File: config.mk
export PLATFORM = sky130hd
export DESIGN_NAME = alu_seq_ctrl
export DESIGN_NICKNAME = d
export VERILOG_FILES = /design/src/rtl/alu_pkg.sv /design/src/rtl/rr_arbiter2.sv /design/src/rtl/alu_seq_ctrl.sv
export SDC_FILE = /design/constraint.sdc
export NUM_CORES = 1
export LEC_CHECK = 0
export CAP_MARGIN = 20
export CORE_MARGIN = 1
export CORE_UTILIZATION = 39
export CTS_CLUSTER_DIAMETER = 40
export CTS_CLUSTER_SIZE = 8
export DETAILED_ROUTE_END_ITERATION = 10
export GPL_TIMING_DRIVEN = 0
export PLACE_DENSITY = 0.78
export SETUP_SLACK_MARGIN = 0.2
export SLEW_MARGIN = 20
export SYNTH_ARGS = -nofsm -noshare
export SYNTH_HDL_FRONTEND = slang
export SYNTH_SLANG_ARGS = --single-unit
File: constraint.sdc
create_clock -name clk -period 2.8 [get_ports clk]
set_input_delay 0.42 -clock clk [delete_from_list [all_inputs] [get_ports clk]]
set_output_delay 0.42 -clock clk [all_outputs]
set_load 0.05 [all_outputs]
File: src/rtl/alu_pkg.sv
// Opcode encoding, controller FSM states and flag layout shared by the
// ALU sequencing controller and the ALU itself.
package alu_pkg;

   localparam logic [4:0] OP_NOP = 5'h00;
   localparam logic [4:0] OP_LD  = 5'h01;
   localparam logic [4:0] OP_ADD = 5'h03;
   localparam logic [4:0] OP_SUB = 5'h04;
   localparam logic [4:0] OP_AND = 5'h05;
   localparam logic [4:0] OP_OR  = 5'h06;
   localparam logic [4:0] OP_XOR = 5'h07;
   localparam logic [4:0] OP_NOT = 5'h08;
   localparam logic [4:0] OP_SL  = 5'h09;
   localparam logic [4:0] OP_SR  = 5'h0A;

   typedef enum logic [1:0] {
      IDLE,
      EXEC,
      SHIFT,
      RESP
   } ctrl_state_e;

   typedef struct packed {
      logic z;
      logic n;
      logic c;
      logic v;
   } alu_flags_t;

   function automatic logic op_is_legal(input logic [4:0] op);
      case (op)
         OP_LD, OP_ADD, OP_SUB, OP_AND, OP_OR,
         OP_XOR, OP_NOT, OP_SL, OP_SR: op_is_legal = 1'b1;
         default:                      op_is_legal = 1'b0;
      endcase
   endfunction

   function automatic logic op_is_shift(input logic [4:0] op);
      op_is_shift = (op == OP_SL) || (op == OP_SR);
   endfunction

endpackage

File: src/rtl/rr_arbiter2.sv
// Two-way round-robin arbiter. last_grant resets to 1 so port 0 wins the
// first contested grant; it only moves on an accepted request.
module rr_arbiter2 (
   input  logic       clk,
   input  logic       rst_n,
   input  logic [1:0] req_i,
   input  logic       accept_i,
   output logic       grant_o,
   output logic       any_o
);

   logic last_grant_q, last_grant_d;

   always_comb begin
      grant_o = ~last_grant_q;
      if (req_i == 2'b01) begin
         grant_o = 1'b0;
      end else if (req_i == 2'b10) begin
         grant_o = 1'b1;
      end
   end

   assign any_o = |req_i;

   always_comb begin
      last_grant_d = last_grant_q;
      if (accept_i) begin
         last_grant_d = grant_o;
      end
   end

   always_ff @(posedge clk or negedge rst_n) begin
      if (!rst_n) begin
         last_grant_q <= 1'b1;
      end else begin
         last_grant_q <= last_grant_d;
      end
   end

endmodule

File: src/rtl/alu_seq_ctrl.sv
// Two-requester ALU sequencer: arbitrates, drives the ALU, expands multi-bit
// shifts into single-bit steps and returns result/flags on a valid/ready port.
module alu_seq_ctrl
   import alu_pkg::*;
#(
   parameter int unsigned WIDTH   = 32,
   parameter int unsigned SHAMT_W = $clog2(WIDTH)
) (
   input  logic                  clk,
   input  logic                  reset,
   input  logic [1:0]            req_valid,
   output logic [1:0]            req_ready,
   input  logic [1:0][4:0]       req_op,
   input  logic [1:0][WIDTH-1:0] req_a,
   input  logic [1:0][WIDTH-1:0] req_b,
   output logic [4:0]            alu_op,
   output logic [WIDTH-1:0]      alu_a,
   output logic [WIDTH-1:0]      alu_b,
   input  logic [WIDTH-1:0]      alu_result,
   input  logic                  alu_z,
   input  logic                  alu_n,
   input  logic                  alu_c,
   input  logic                  alu_v,
   output logic                  rsp_valid,
   input  logic                  rsp_ready,
   output logic                  rsp_id,
   output logic [WIDTH-1:0]      rsp_result,
   output logic [3:0]            rsp_flags,
   output logic                  rsp_err
);

   ctrl_state_e        state_q, state_d;
   logic [4:0]         op_q, op_d;
   logic [WIDTH-1:0]   a_q, a_d;
   logic [WIDTH-1:0]   b_q, b_d;
   logic [WIDTH-1:0]   result_q, result_d;
   logic [SHAMT_W-1:0] cnt_q, cnt_d;
   alu_flags_t         flags_q, flags_d;
   logic               err_q, err_d;
   logic               id_q, id_d;

   logic               grant;
   logic               req_any;
   logic               req_accept;
   logic [4:0]         op_g;
   logic [WIDTH-1:0]   a_g;
   logic [WIDTH-1:0]   b_g;
   logic [SHAMT_W-1:0] shamt_g;
   alu_flags_t         alu_flags;

   rr_arbiter2 u_arb (
      .clk      (clk),
      .rst_n    (reset),
      .req_i    (req_valid),
      .accept_i (req_accept),
      .grant_o  (grant),
      .any_o    (req_any)
   );

   assign req_accept = (state_q == IDLE) && req_any;
   assign op_g       = req_op[grant];
   assign a_g        = req_a[grant];
   assign b_g        = req_b[grant];
   assign shamt_g    = b_g[SHAMT_W-1:0];
   assign alu_flags  = {alu_z, alu_n, alu_c, alu_v};

   // Gated by reset so no accept is advertised while the block is held in reset.
   always_comb begin
      req_ready = 2'b00;
      if (reset && req_accept) begin
         req_ready[grant] = 1'b1;
      end
   end

   always_comb begin
      alu_op = OP_NOP;
      alu_a  = '0;
      alu_b  = '0;
      case (state_q)
         EXEC: begin
            alu_op = op_q;
            alu_a  = a_q;
            alu_b  = b_q;
         end
         SHIFT: begin
            alu_op = op_q;
            alu_a  = a_q;
         end
         default: ;
      endcase
   end

   always_comb begin
      state_d  = state_q;
      op_d     = op_q;
      a_d      = a_q;
      b_d      = b_q;
      id_d     = id_q;
      cnt_d    = cnt_q;
      result_d = result_q;
      flags_d  = flags_q;
      err_d    = err_q;
      case (state_q)
         IDLE: begin
            if (req_accept) begin
               op_d  = op_g;
               a_d   = a_g;
               b_d   = b_g;
               id_d  = grant;
               cnt_d = shamt_g;
               err_d = 1'b0;
               if (!op_is_legal(op_g)) begin
                  result_d = '0;
                  flags_d  = '0;
                  err_d    = 1'b1;
                  state_d  = RESP;
               end else if (op_is_shift(op_g) && (shamt_g == '0)) begin
                  result_d = a_g;
                  flags_d  = '{z: (a_g == '0), n: a_g[WIDTH-1], c: 1'b0, v: 1'b0};
                  state_d  = RESP;
               end else if (op_is_shift(op_g)) begin
                  state_d = SHIFT;
               end else begin
                  state_d = EXEC;
               end
            end
         end
         EXEC: begin
            result_d = alu_result;
            flags_d  = alu_flags;
            state_d  = RESP;
         end
         // a_q doubles as the shift work register; flags end up from the last step.
         SHIFT: begin
            a_d      = alu_result;
            result_d = alu_result;
            flags_d  = alu_flags;
            cnt_d    = cnt_q - SHAMT_W'(1);
            if (cnt_q == SHAMT_W'(1)) begin
               state_d = RESP;
            end
         end
         RESP: begin
            if (rsp_ready) begin
               state_d = IDLE;
            end
         end
         default: state_d = IDLE;
      endcase
   end

   always_ff @(posedge clk or negedge reset) begin
      if (!reset) begin
         state_q  <= IDLE;
         op_q     <= OP_NOP;
         a_q      <= '0;
         b_q      <= '0;
         id_q     <= 1'b0;
         cnt_q    <= '0;
         result_q <= '0;
         flags_q  <= '0;
         err_q    <= 1'b0;
      end else begin
         state_q  <= state_d;
         op_q     <= op_d;
         a_q      <= a_d;
         b_q      <= b_d;
         id_q     <= id_d;
         cnt_q    <= cnt_d;
         result_q <= result_d;
         flags_q  <= flags_d;
         err_q    <= err_d;
      end
   end

   assign rsp_valid  = (state_q == RESP);
   assign rsp_id     = id_q;
   assign rsp_result = result_q;
   assign rsp_flags  = flags_q;
   assign rsp_err    = err_q;

   a_ready_onehot: assert property (@(posedge clk) disable iff (!reset)
      $onehot0(req_ready));

   a_rsp_hold: assert property (@(posedge clk) disable iff (!reset)
      (rsp_valid && !rsp_ready) |=> (rsp_valid && $stable(rsp_result) &&
      $stable(rsp_flags) && $stable(rsp_err) && $stable(rsp_id)));

endmodule

==> qor.yml, run 1 <==
yosysSeqAreaShare: 0.441
drc: 0
antenna_found_initial: 0
num_antenna_cells: 0
status: "complete, but fails checks"
min_period_over_period: 1.02
drv_cap: 0
finalCriticalPeriod_ns: 2.85
dr.pass1.iters: 5
synth_edf_count: 0
htreeDepth: 4
crit_path_end_kind: "flip-flop"
syn_inst: 708
gr-total-overflow: 0
hold_buffers: 0
switching_share: 0.480
port_buffers: 288
gp_congestion: 0.958
pin_count: 289
detail_route.iter0.violations: 372
ys_warn_count: 0
start_kind: "flip-flop"
initial_core_util: 0.405
syn_nets: 893
fp.coreArea_um2: 16100
yosysUniqueCellTypes: 41
drive_gt1_frac: 0.202
total_power_mw: 14.3
pwr-share-clk: 0.149
placed_cell_area_um2: 9740
cts_tree: "yes"
drv_slew: 0
grt_setup_unrepaired: "yes"
path_class: "reg -> reg"
internal-power_mw: 7.44
synth_seq_cells: 115
critPathMaxFanout: 5
power_density_nw_per_um2: 1330
violations: "negative setup slack"
hold_path.class: "in -> async"
grt_max_degree: 63
vias: 6531
die_area_um2: 17300
dpl.hpwl_mm: 18.2
clk_latency_ns: 0.41
antenna_left: 0
clk_pin_slew_ns: 0.05
vias_per_cell: 5.16
nets: 1224
synth_flop_cell: "dfrtp_1"
p_seq_frac: 0.201
yosysMostFrequentCell: "nand2_1"
async_reset_ff_frac: 1.00
power.share.combinational: 0.650
vdd_drop_max_uv: 826
die_w_um: 131
wl_mm: 24.2
hold_viol_final: 0
netlist_area_um2: 6530
cts.sink_count: 115
yosysTopAreaCell: "dfrtp_1"
die_y_um: 131
relSlewSlack: 0.587
syn_area_per_cell_um2: 9.22
p_leak_nw: 4.89
clock.fmax_ghz: 0.350
grt_pass1_wl_mm: 37.1
grt_pass1_vias: 6649
finClkSkew_ns: 0.00617
worst-slew-pin-transition_ns: 0.620
cp.required_ns: 3.09
worst_ep_arrival_time_ns: 3.14
p_sw_mw: 6.87
numCtsBuffers: 17
synth_top_cell_area_share: 0.437
setup_viol: 34
track_usage: 0.283
cts-root-buf: "clkbuf_16"
clock_path_buffers: 2
worst_slack_ns: -0.0538
area_delta_synth_final_pct: 64.7
synth_area_leaders: "dfrtp_1 (44%), mux2i_1 (10%), o21ai_0 (7.7%)"
wl_per_cell_um: 19.1
final.setup.tns_ns: -0.996
final_design_area_no_fill_um2: 10800
synth_common_cells: "nand2_1 (117), dfrtp_1 (114), o21ai_0 (101)"
num_rows: 46
[final cells by class]
class,count,area (um2)
repair buffers,313,3090
inverters,12,45.0
multi-input cells,531,3560
clock buffers,24,502
clock inverters,5,75.1
flip-flops and latches,115,2880
well taps,216,270
plain buffers,49,330
fillers,1315,5360
[layer usage]
layer  share of wire  track usage  wire, um
met2            0.49        0.464     11800
met5               0            0         0
met4           0.037        0.118       898
met1            0.42        0.350     10200
met3           0.055       0.0748      1330
[layout by cell type, fill, tap and decap left out, drive strengths merged, types with 3 or more instances in the layout]
| cell | count |
|---|---|
| clkinv | 3 |
| o21ai | 102 |
| buf | 56 |
| clkbuf | 75 |
| and2 | 69 |
| clkdlybuf4s50 | 214 |
| nand2 | 117 |
| nand4 | 5 |
| ha | 6 |
| mux2 | 40 |
| a21oi | 39 |
| dfrtp | 114 |
| mux2i | 69 |
| nor4 | 16 |
| nor2 | 40 |
| dlygate4sd2 | 3 |
| clkdlybuf4s15 | 37 |
| a31oi | 3 |
| inv | 12 |
[kinds of logic (layout without fill, tap and decap cells)]
family                   after synthesis  after routing  share of synthesized area
multiplexers                         109            109                      0.186
buffers and inverters                 62            403                     0.0416
AND/OR/NAND/NOR                      257            257                      0.187
XOR/XNOR                               1              1                    0.00134
flip-flops                           115            115                      0.441
AO/OA/AOI/OAI                        158            158                      0.132
adder cells (fa/ha/maj)                6              6                     0.0115
[worst max-delay path, stage by stage (launching register included)]
cell and delay (ns):
dfstp_2 0.54, nor2_2 0.04, o21ai_2 0.20, buf_6 0.22, buf_12 0.14, mux2i_4 0.24, and3_4 0.22, nand4_1 0.14
a311oi_4 0.34, buf_6 0.18, buf_4 0.14, mux2_2 0.34
[timing repair]
| action | 4_1_cts | 5_1_grt |
|---|---|---|
| endpoints found under the setup margin | 158 | 139 |
| gates resized for setup | 345 | 54 |
| pin swaps | 7 | 1 |
| gates cloned | 2 | 0 |
| setup buffers | 19 | 3 |
[path summary, 6_finish.rpt]
path                                            to  cells past startpoint  slack (ns)                from
worst max-delay path                rsp_result[22]                     11       -0.05  u_arb.last_grant_q
worst min-delay path                 rsp_result[8]                      1       0.002               reset
worst max register to register      rsp_result[22]                     11       -0.05  u_arb.last_grant_q
worst min register to register              b_q[7]                      2        0.47              b_q[7]
max in group asynchronous       u_arb.last_grant_q                      2        2.05               reset
min in group clk                u_arb.last_grant_q                      3        0.45        req_valid[1]
[sequential cells by signal, indices dropped and copies added, names as in the netlist]
name and flops:
a_q 32, b_q 32, cnt_q 5, op_q 5
rsp_err 1, rsp_flags 4, rsp_id 1, rsp_result 32
state_q 2, u_arb.last_grant_q 1
[power by group through the flow]
stage	sequential [mW]	combinational (mW)	clock, mW
after floorplan	3.62	5.08	0
after global placement	2.85	8.66	0
after detailed placement	2.88	8.77	0
after CTS	2.87	9.15	2.16
after global routing	2.97	9.86	2.24
final	2.88	9.29	2.13
[through the flow]
step,setup slack (ns),instances,hold slack [ns],util
global route,-0.144,1265,0.0286,0.667
global placement,-4.15,1212,0.452,0.603
CTS,-0.0787,1263,0.0143,0.660
floorplan,0.0155,708,0.124,-
finish,-0.0538,1265,0.00206,0.667
detailed placement,-1.26,1213,0.448,0.604
Note: power is estimated with default switching activity, not from simulation.
==> inputs of run 2 (changes only) <==
- HOLD_SLACK_MARGIN: unset -> 0.02
==> run 2 against run 1 <==
The flow still finishes with violations (negative setup slack). Via count increased by 1.0%. Clock-buffer cell count unchanged. Die area did not move. Worst hold slack better by 0.025 ns. Critical endpoint is now rsp_result[8]. Largest cell class unchanged.
==> qor.yml, run 2 (synthesis results as in run 1) <==
grt_setup_unrepaired: "yes"
area_delta_synth_final_pct: 65.2
slowest_delay_ns: 0.54  # about the same
vias_per_cell: 5.20  # +0.79%
grt_pass1_wl_mm: 37.4  # +0.80%
start_kind: "flip-flop"
track_usage: 0.286  # +0.00344
pin_count: 289  # unchanged
crit_path_end_kind: "flip-flop"
antenna_left: 0  # unchanged
nets: 1227  # +0.25%
cts_tree: "yes"
die_w_um: 131  # unchanged
r2r_cells: 11  # unchanged
crit_chain: "nor2_2, o21ai_2, buf_6, buf_12, mux2i_4, and3_4, nand4_1, a311oi_4, buf_6, buf_12, mux2_4"
clock_path_buffers: 2  # unchanged
clk_latency_ns: 0.41  # about the same
drv_slew: 0  # unchanged
wl_mm: 24.5  # +1.3%
cpMaxStageDelayCell: "dfstp_2"
finalCriticalPeriod_ns: 2.86  # +0.00678 ns
num_antenna_cells: 0  # unchanged
num_rows: 46  # unchanged
path_buf_inv: 4  # unchanged
reg2reg_slack_ns: -0.06  # about the same
drc: 0  # unchanged
die_y_um: 131  # unchanged
dpl_worst_slack_ns: -1.26  # unchanged
dr.pass1.iters: 5  # unchanged
port_buffers: 288  # unchanged
wl_per_cell_um: 19.3  # +1.0%
worst_ep_arrival_time_ns: 3.15  # about the same
drv_cap: 0  # unchanged
drive_gt1_frac: 0.202  # +0.000374
gp_congestion: 0.958  # unchanged
final.setup.tns_ns: -1.16  # -0.162 ns
final_design_area_no_fill_um2: 10800  # +0.35%
cts.sink_count: 115  # unchanged
min_period_over_period: 1.02  # +0.00242
hold_viol_final: 0  # unchanged
power_density_nw_per_um2: 1330  # -0.27%
path_class: "reg -> reg"
fp.coreArea_um2: 16100  # unchanged
reg2reg_from: "u_arb.last_grant_q"
relSlewSlack: 0.318  # -0.268
rr_endpoint: "rsp_result[8]"
antenna_found_initial: 0  # unchanged
gr-total-overflow: 0  # unchanged
clk_pin_slew_ns: 0.05  # about the same
critPathMaxFanout: 10  # +5
die_area_um2: 17300  # unchanged
grt_pass1_vias: 6680  # +0.47%
cts-root-buf: "clkbuf_16"
grt_max_degree: 57  # -9.5%
vias: 6598  # +1.0%
worst-slew-pin-transition_ns: 1.02  # +0.399 ns
crit_family: "buffers and inverters"
placed_cell_area_um2: 9740  # unchanged
vdd_drop_max_uv: 827  # +0.11%
worst_slack_ns: -0.0606  # -0.00678 ns
detail_route.iter0.violations: 355  # -4.6%
cp.required_ns: 3.09  # about the same
final_common_cell: "clkdlybuf4s50_1"
violations: "negative setup slack"
dpl.hpwl_mm: 18.2  # unchanged
finClkSkew_ns: 0.00409  # -0.00208 ns
clock.fmax_ghz: 0.350  # -0.24%
setup_viol: 34  # unchanged
numCtsBuffers: 17  # unchanged
initial_core_util: 0.405  # unchanged
status: "complete, but fails checks"
layout_common_cells: "clkdlybuf4s50_1 (214), nand2_1 (117), dfrtp_1 (114)"
htreeDepth: 4  # unchanged
p_leak_nw: 4.90  # +0.36%
hold_path.class: "in -> async"
run 2: changes by cell type in the layout (fill, tap and decap cells not counted):
| cell | change |
|---|---|
| dlygate4sd3_1 | +2 |
| buf_2 | +2 |
| buf_12 | +1 |
| clkbuf_4 | -1 |
| clkbuf_2 | -1 |
run 2: repair_timing:
item | CTS | global route
hold buffers | 3 | 0
gates cloned | 2 | 0
hold endpoints to repair | 4 | 0
gates resized for setup | 345 | 54
setup buffers | 19 | 3
endpoints found under the setup margin | 158 | 142
pin swaps | 7 | 1
run 2: worst register-to-register path, cell delays in order (launching register included):
cell	delay, ns
dfstp_2	0.54
nor2_2	0.04
o21ai_2	0.20
buf_6	0.22
buf_12	0.14
mux2i_4	0.25
and3_4	0.22
nand4_1	0.14
a311oi_4	0.34
buf_6	0.18
buf_12	0.16
mux2_4	0.32
run 2: metrics by stage:
stage / util / power [mW] / hold slack [ns] / std cells
2_1_floorplan: - / 8.70 / 0.124 / 708
3_3_place_gp: 0.603 / 11.5 / 0.452 / 1212
3_5_place_dp: 0.604 / 11.7 / 0.448 / 1213
4_1_cts: 0.663 / 14.2 / 0.0220 / 1266
5_1_grt: 0.670 / 15.1 / 0.0205 / 1268
6_report: 0.670 / 14.3 / 0.0267 / 1268
run 2: how the worst max path moves through the flow:
stage	startpoint	end	slack, ns	depth (start not counted)
final	u_arb.last_grant_q	rsp_result[8]	-0.06	11
after global routing	u_arb.last_grant_q	rsp_result[8]	-0.15	11
after CTS	u_arb.last_grant_q	rsp_result[22]	-0.08	10
after detailed placement	req_valid[0]	req_ready[0]	-1.26	9
after global placement	reset	req_ready[0]	-4.15	3
after floorplan	u_arb.last_grant_q	rsp_flags[2]	0.02	9
run 2: final cells by class:
type | instances | area [um2]
inverter | 12 | 45.0
tap | 216 | 270
clock buffer | 24 | 502
timing repair buffer | 316 | 3130
fill | 1306 | 5320
clock inverter | 5 | 75.1
buffer | 49 | 330
multi-input combinational | 531 | 3560
sequential | 115 | 2880
run 2: routing by layer:
layer	global-route usage	up-vias	wire length [um]
met5	0	-	0
met4	0.124	0	973
met3	0.0849	56	1620
met2	0.467	265	11800
met1	0.349	3165	10100
li1	-	3112	-
run 2: power by group:
part	leakage, nW	internal, mW	switching [mW]
Clock	0.288	1.41	0.730
Combinational	3.18	3.55	5.75
Sequential	1.43	2.48	0.399
==> RTL edit 1 (settings of run 2) <==
Change the parameter `WIDTH` from 32 to 64.
--- a/src/rtl/alu_seq_ctrl.sv
+++ b/src/rtl/alu_seq_ctrl.sv
@@ -4,5 +4,5 @@
    import alu_pkg::*;
 #(
-   parameter int unsigned WIDTH   = 32,
+   parameter int unsigned WIDTH   = 64,
    parameter int unsigned SHAMT_W = $clog2(WIDTH)
 ) (
Ports: changed (6 resized); port bits go from 289 to 545. No check against the original RTL was run, so the function may have changed too.
==> RTL edit 1 against run 2 <==
- the run still ends with setup timing left
- cell count grew 88%
- total power grew 120%
- via count rose by 100%
- sequential cell count increased by 97
- synthesized cell count is 85% higher
- worst setup slack lost 0.038 ns
- synthesized area increased by 84%
- die area increased by 82%
- cell area grew 97%
- routed wire length increased by 140%
- critical endpoint is now rsp_result[50]
- largest cell class is now buffers
==> RTL edit 1: results (changes against run 2) <==
- Status: complete, but fails checks
- Failing checks: setup timing
- Worst vdd ir: 1230 µV (+48%)
- Mux share of post-synthesis cell area: 18.0% (-0.55 points)
- # setup viols final: 65 (+91%)
- Inserted Clock Buffers: 41 (+24)
- M2 GR Usage: 62.6% (+16 points)
- Synth Area in Compound Gates: 14.1% (+0.87 points)
- Final wirelength: 58.4 mm (+140%)
- Detailed Route Iter0 Violations: 1,066 (+200%)
- Static Leak: 9.69 nW (+98%)
- Post-Place Worst Slack: -1.70 ns (-0.436 ns)
- Routed metal-1 wirelength: 20.5 mm (+100%)
- Post-synth cell types: 45 (+9.8%)
- Placed Cells: 2,246 (+85%)
- Nets: 2,296 (+87%)
- Synth area leaders: dfrtp_1, mux2i_1, and2_1
- Vias in the first global route: 13.7k (+100%)
- P per Cell Area: 1510 mW/mm² (+14%)
- Highest Signal Layer: met5
- Xor and xnor area share after synthesis: 0.0730% (-0.061 points)
- Critical path arrival: 3.30 ns (+0.15 ns)
- First-pass GRT wire length: 83.1 mm (+120%)
- Met3 WL: 5.53 mm (+240%)
- Final worst setup slack: -0.0990 ns (-0.0384 ns)
- Reg-to-reg endpoint: rsp_result[50]
- DR vias/cell: 5.57 (+7.1%)
- Register area share after synthesis: 44.2% (+0.14 points)
- Fillers: 2,256 (+73%)
## RTL edit 1: repair_timing
action / in CTS / in global routing
buffers inserted: 30 / 7
cloned: 8 / 6
setup endpoints to repair: 330 / 240
endpoints found under the hold margin: 59 / 0
gates resized for setup: 981 / 196
pin swaps: 9 / 4
hold buffers: 1 / 0
## RTL edit 1: worst max path at each step
stage,from,to,slack (ns),cells past startpoint
floorplan,u_arb.last_grant_q,rsp_result[55],0.21,9
global placement,reset,rsp_result[35],-8.01,1
detailed placement,req_valid[0],req_ready[0],-1.70,9
CTS,u_arb.last_grant_q,rsp_result[47],-0.03,11
global route,u_arb.last_grant_q,rsp_result[51],-0.21,12
finish,u_arb.last_grant_q,rsp_result[50],-0.1,12
## RTL edit 1: worst reg2reg max path, delay by kind of cell (launching register included)
| family | cells | cell delay, ns |
|---|---|---|
| compound gates | 4 | 0.75 |
| buf+inv | 5 | 0.78 |
| flops | 1 | 0.57 |
| mux | 2 | 0.61 |
| simple gates | 1 | 0.10 |
## RTL edit 1: layout make-up
| type | count | area [µm²] | area share [%] |
|---|---|---|---|
| antenna | 9 | 22.5 | 0.106 |
| clock buffer | 57 | 1200 | 5.65 |
| tap | 390 | 488 | 2.30 |
| buffer | 105 | 865 | 4.08 |
| sequential | 212 | 5310 | 25.0 |
| inverter | 10 | 40.0 | 0.189 |
| multi-input combinational | 983 | 6890 | 32.5 |
| timing repair buffer | 598 | 6130 | 28.9 |
| clock inverter | 16 | 265 | 1.25 |
## RTL edit 1: logic make-up (layout without fill, tap and decap cells)
| logic type | count (synthesis) | after routing |
|---|---|---|
| fa+ha+maj | 6 | 6 |
| other cells | 0 | 9 |
| mux | 207 | 207 |
| simple gates | 478 | 478 |
| flops | 212 | 212 |
| buf+inv | 115 | 786 |
| compound gates | 291 | 291 |
| xor+xnor | 1 | 1 |
==> RTL edit 2 (settings of run 2) <==
Without the edit above. Make the reset (`reset` and `rst_n`) synchronous in 2 clocked blocks.
--- a/src/rtl/rr_arbiter2.sv
+++ b/src/rtl/rr_arbiter2.sv
@@ -30,5 +30,5 @@
    end
 
-   always_ff @(posedge clk or negedge rst_n) begin
+   always_ff @(posedge clk) begin
       if (!rst_n) begin
          last_grant_q <= 1'b1;
--- a/src/rtl/alu_seq_ctrl.sv
+++ b/src/rtl/alu_seq_ctrl.sv
@@ -150,5 +150,5 @@
    end
 
-   always_ff @(posedge clk or negedge reset) begin
+   always_ff @(posedge clk) begin
       if (!reset) begin
          state_q  <= IDLE;
Function: differs if reset is asserted again (counterexample within 4 cycles, from zero or initial values and one cycle with reset low); with reset held inactive, the same outputs for 4 cycles.
==> RTL edit 2 against run 2 <==
- sequential cell count stayed put
- synthesized area is 2.5% higher
- worst setup slack better by 0.33 ns
- first-iteration DRC count is 7.9% higher
- cell area is 2.4% lower
- utilization is 3.7 points lower
- routed wire length is 5.2% higher
- total power is 17% lower
- clock skew is 0.0021 ns higher
==> RTL edit 2: results (changes against run 2) <==
- Status: finished, final reports clean
- CTS clk-pin slew, worst paths: ~0.06 ns
- Worst r2r src: u_arb.last_grant_q
- Vias in the first global route: 7,293 (+9.2%)
- Final Skew: 0.00619 ns (+0.00210 ns)
- CTS root buffer: clkbuf_16
- Pin count of the biggest net entering global routing: 17 (-70%)
- Clk_lat worst skew: 0.43 ns (+0.02 ns)
- Worst min-delay path class: in -> reg
- Maximum clock insertion buffer count: 2 (unchanged)
- DR vias/cell: 5.32 (+2.3%)
- Nets: 1,358 (+11%)
- Inserted Clock Buffers: 17 (unchanged)
- TritonRoute pass-1 iters: 5 (unchanged)
- RD Place Congestion: 0.895 (-6.5%)
- First-pass GRT wire length: 39.2 mm (+4.6%)
- H-tree depth: 4 (unchanged)
- Post-synth cell types: 50 (+22%)
- Global Route Usage Sum: 29.2% (+0.59 points)
- Most frequent cell after synthesis: nand2_1
- Register area share after synthesis: 34.4% (-9.7 points)
- Layout cells sized above 1: 12.8% (-7.4 points)
- Worst vdd ir: 510 µV (-38%)
- Detailed Route Iter0 Violations: 383 (+7.9%)
- Detail Placement HPWL: 20.3 mm (+11%)
- Synthesized net count: 1,051 (+18%)
- Port buffer count: 287 (-0.35%)
- Synth top cells by count: nand2_1, dfxtp_1, mux2i_1, and2_1, nor2_1
- Static Leak: 4.36 nW (-11%)
- Ys Warns: 0 (unchanged)
- FFs w/ async S/R, synth: 0% (-100 points)
- Synth area leaders: dfxtp_1, mux2i_1, nand2_1
- Crit path max fanout: 10 (unchanged)
- Worst rel slew slack: 39.7% (+7.8 points)
- Final wirelength: 25.8 mm (+5.2%)
- Initial antenna violation count: 0 (unchanged)
- HP Start: req_valid[1]
- Crit path from: state_q[1]
- Critical path arrival: 2.11 ns (-1.04 ns)
RTL edit 2: final timing paths:
kind                                      endpoint  slack [ns]  cells past startpoint
worst max register to register            cnt_q[3]        0.35                      8
worst min-delay path            u_arb.last_grant_q        0.41                      3
worst max-delay path                     alu_b[15]        0.27                      5
worst min register to register              a_q[9]        0.44                      2
RTL edit 2: through the flow:
stage                     setup WS (ns)  hold WS [ns]  power (mW)  area [µm²]  std cells
after floorplan                   0.437         0.427        7.09        6690        866
after global placement           -0.910         0.433        9.25        9840       1373
after detailed placement         -0.945         0.440        9.33        9840       1373
after CTS                         0.131         0.393        11.8       10500       1405
after global routing              0.201         0.403        12.5       10500       1406
final                             0.270         0.405        11.9       10500       1406
RTL edit 2: where the power goes:
part	leakage, nW	switching, mW	internal [mW]
Sequential	0.949	0.309	2.25
Combinational	3.10	4.48	2.41
Clock	0.314	0.843	1.59
RTL edit 2: timing repair:
action | in CTS | in global routing
hold buffers | 0 | 0
buffers inserted | 0 | 1
gates resized for setup | 296 | 62
endpoints found under the hold margin | 0 | 0
setup endpoints to repair | 113 | 117
RTL edit 2: area by class of cell:
| type | count | area, µm² |
|---|---|---|
| fill | 1529 | 6110 |
| multi-input combinational | 669 | 4110 |
| timing repair buffer | 288 | 2770 |
| sequential | 115 | 2300 |
| clock buffer | 17 | 425 |
| buffer | 73 | 390 |
| tap | 220 | 275 |
| clock inverter | 15 | 231 |
| inverter | 9 | 33.8 |
RTL edit 2: cell families after synthesis:
group	after synthesis	share of synthesized area, %
fa+ha+maj	6	1.12
xor+xnor	1	0.131
compound gates	173	17.2
simple gates	386	26.3
mux	103	15.5
flops	115	34.4
buf+inv	82	5.40
RTL edit 2: layer usage:
metal | global-route usage (%) | wire length [µm] | share of wire [%]
met3 | 8.54 | 2470 | 9.6
met5 | 0 | 0 | 0
met4 | 14.4 | 853 | 3.3
met2 | 49.9 | 12500 | 48
met1 | 33.1 | 9980 | 39
RTL edit 2: critical path: stages, from the launching register on:
cell,delay [ns]
dfxtp_2,0.34
inv_1,0.07
ha_1,0.28
clkbuf_1,0.32
and2_1,0.18
clkdlybuf4s15_1,0.49
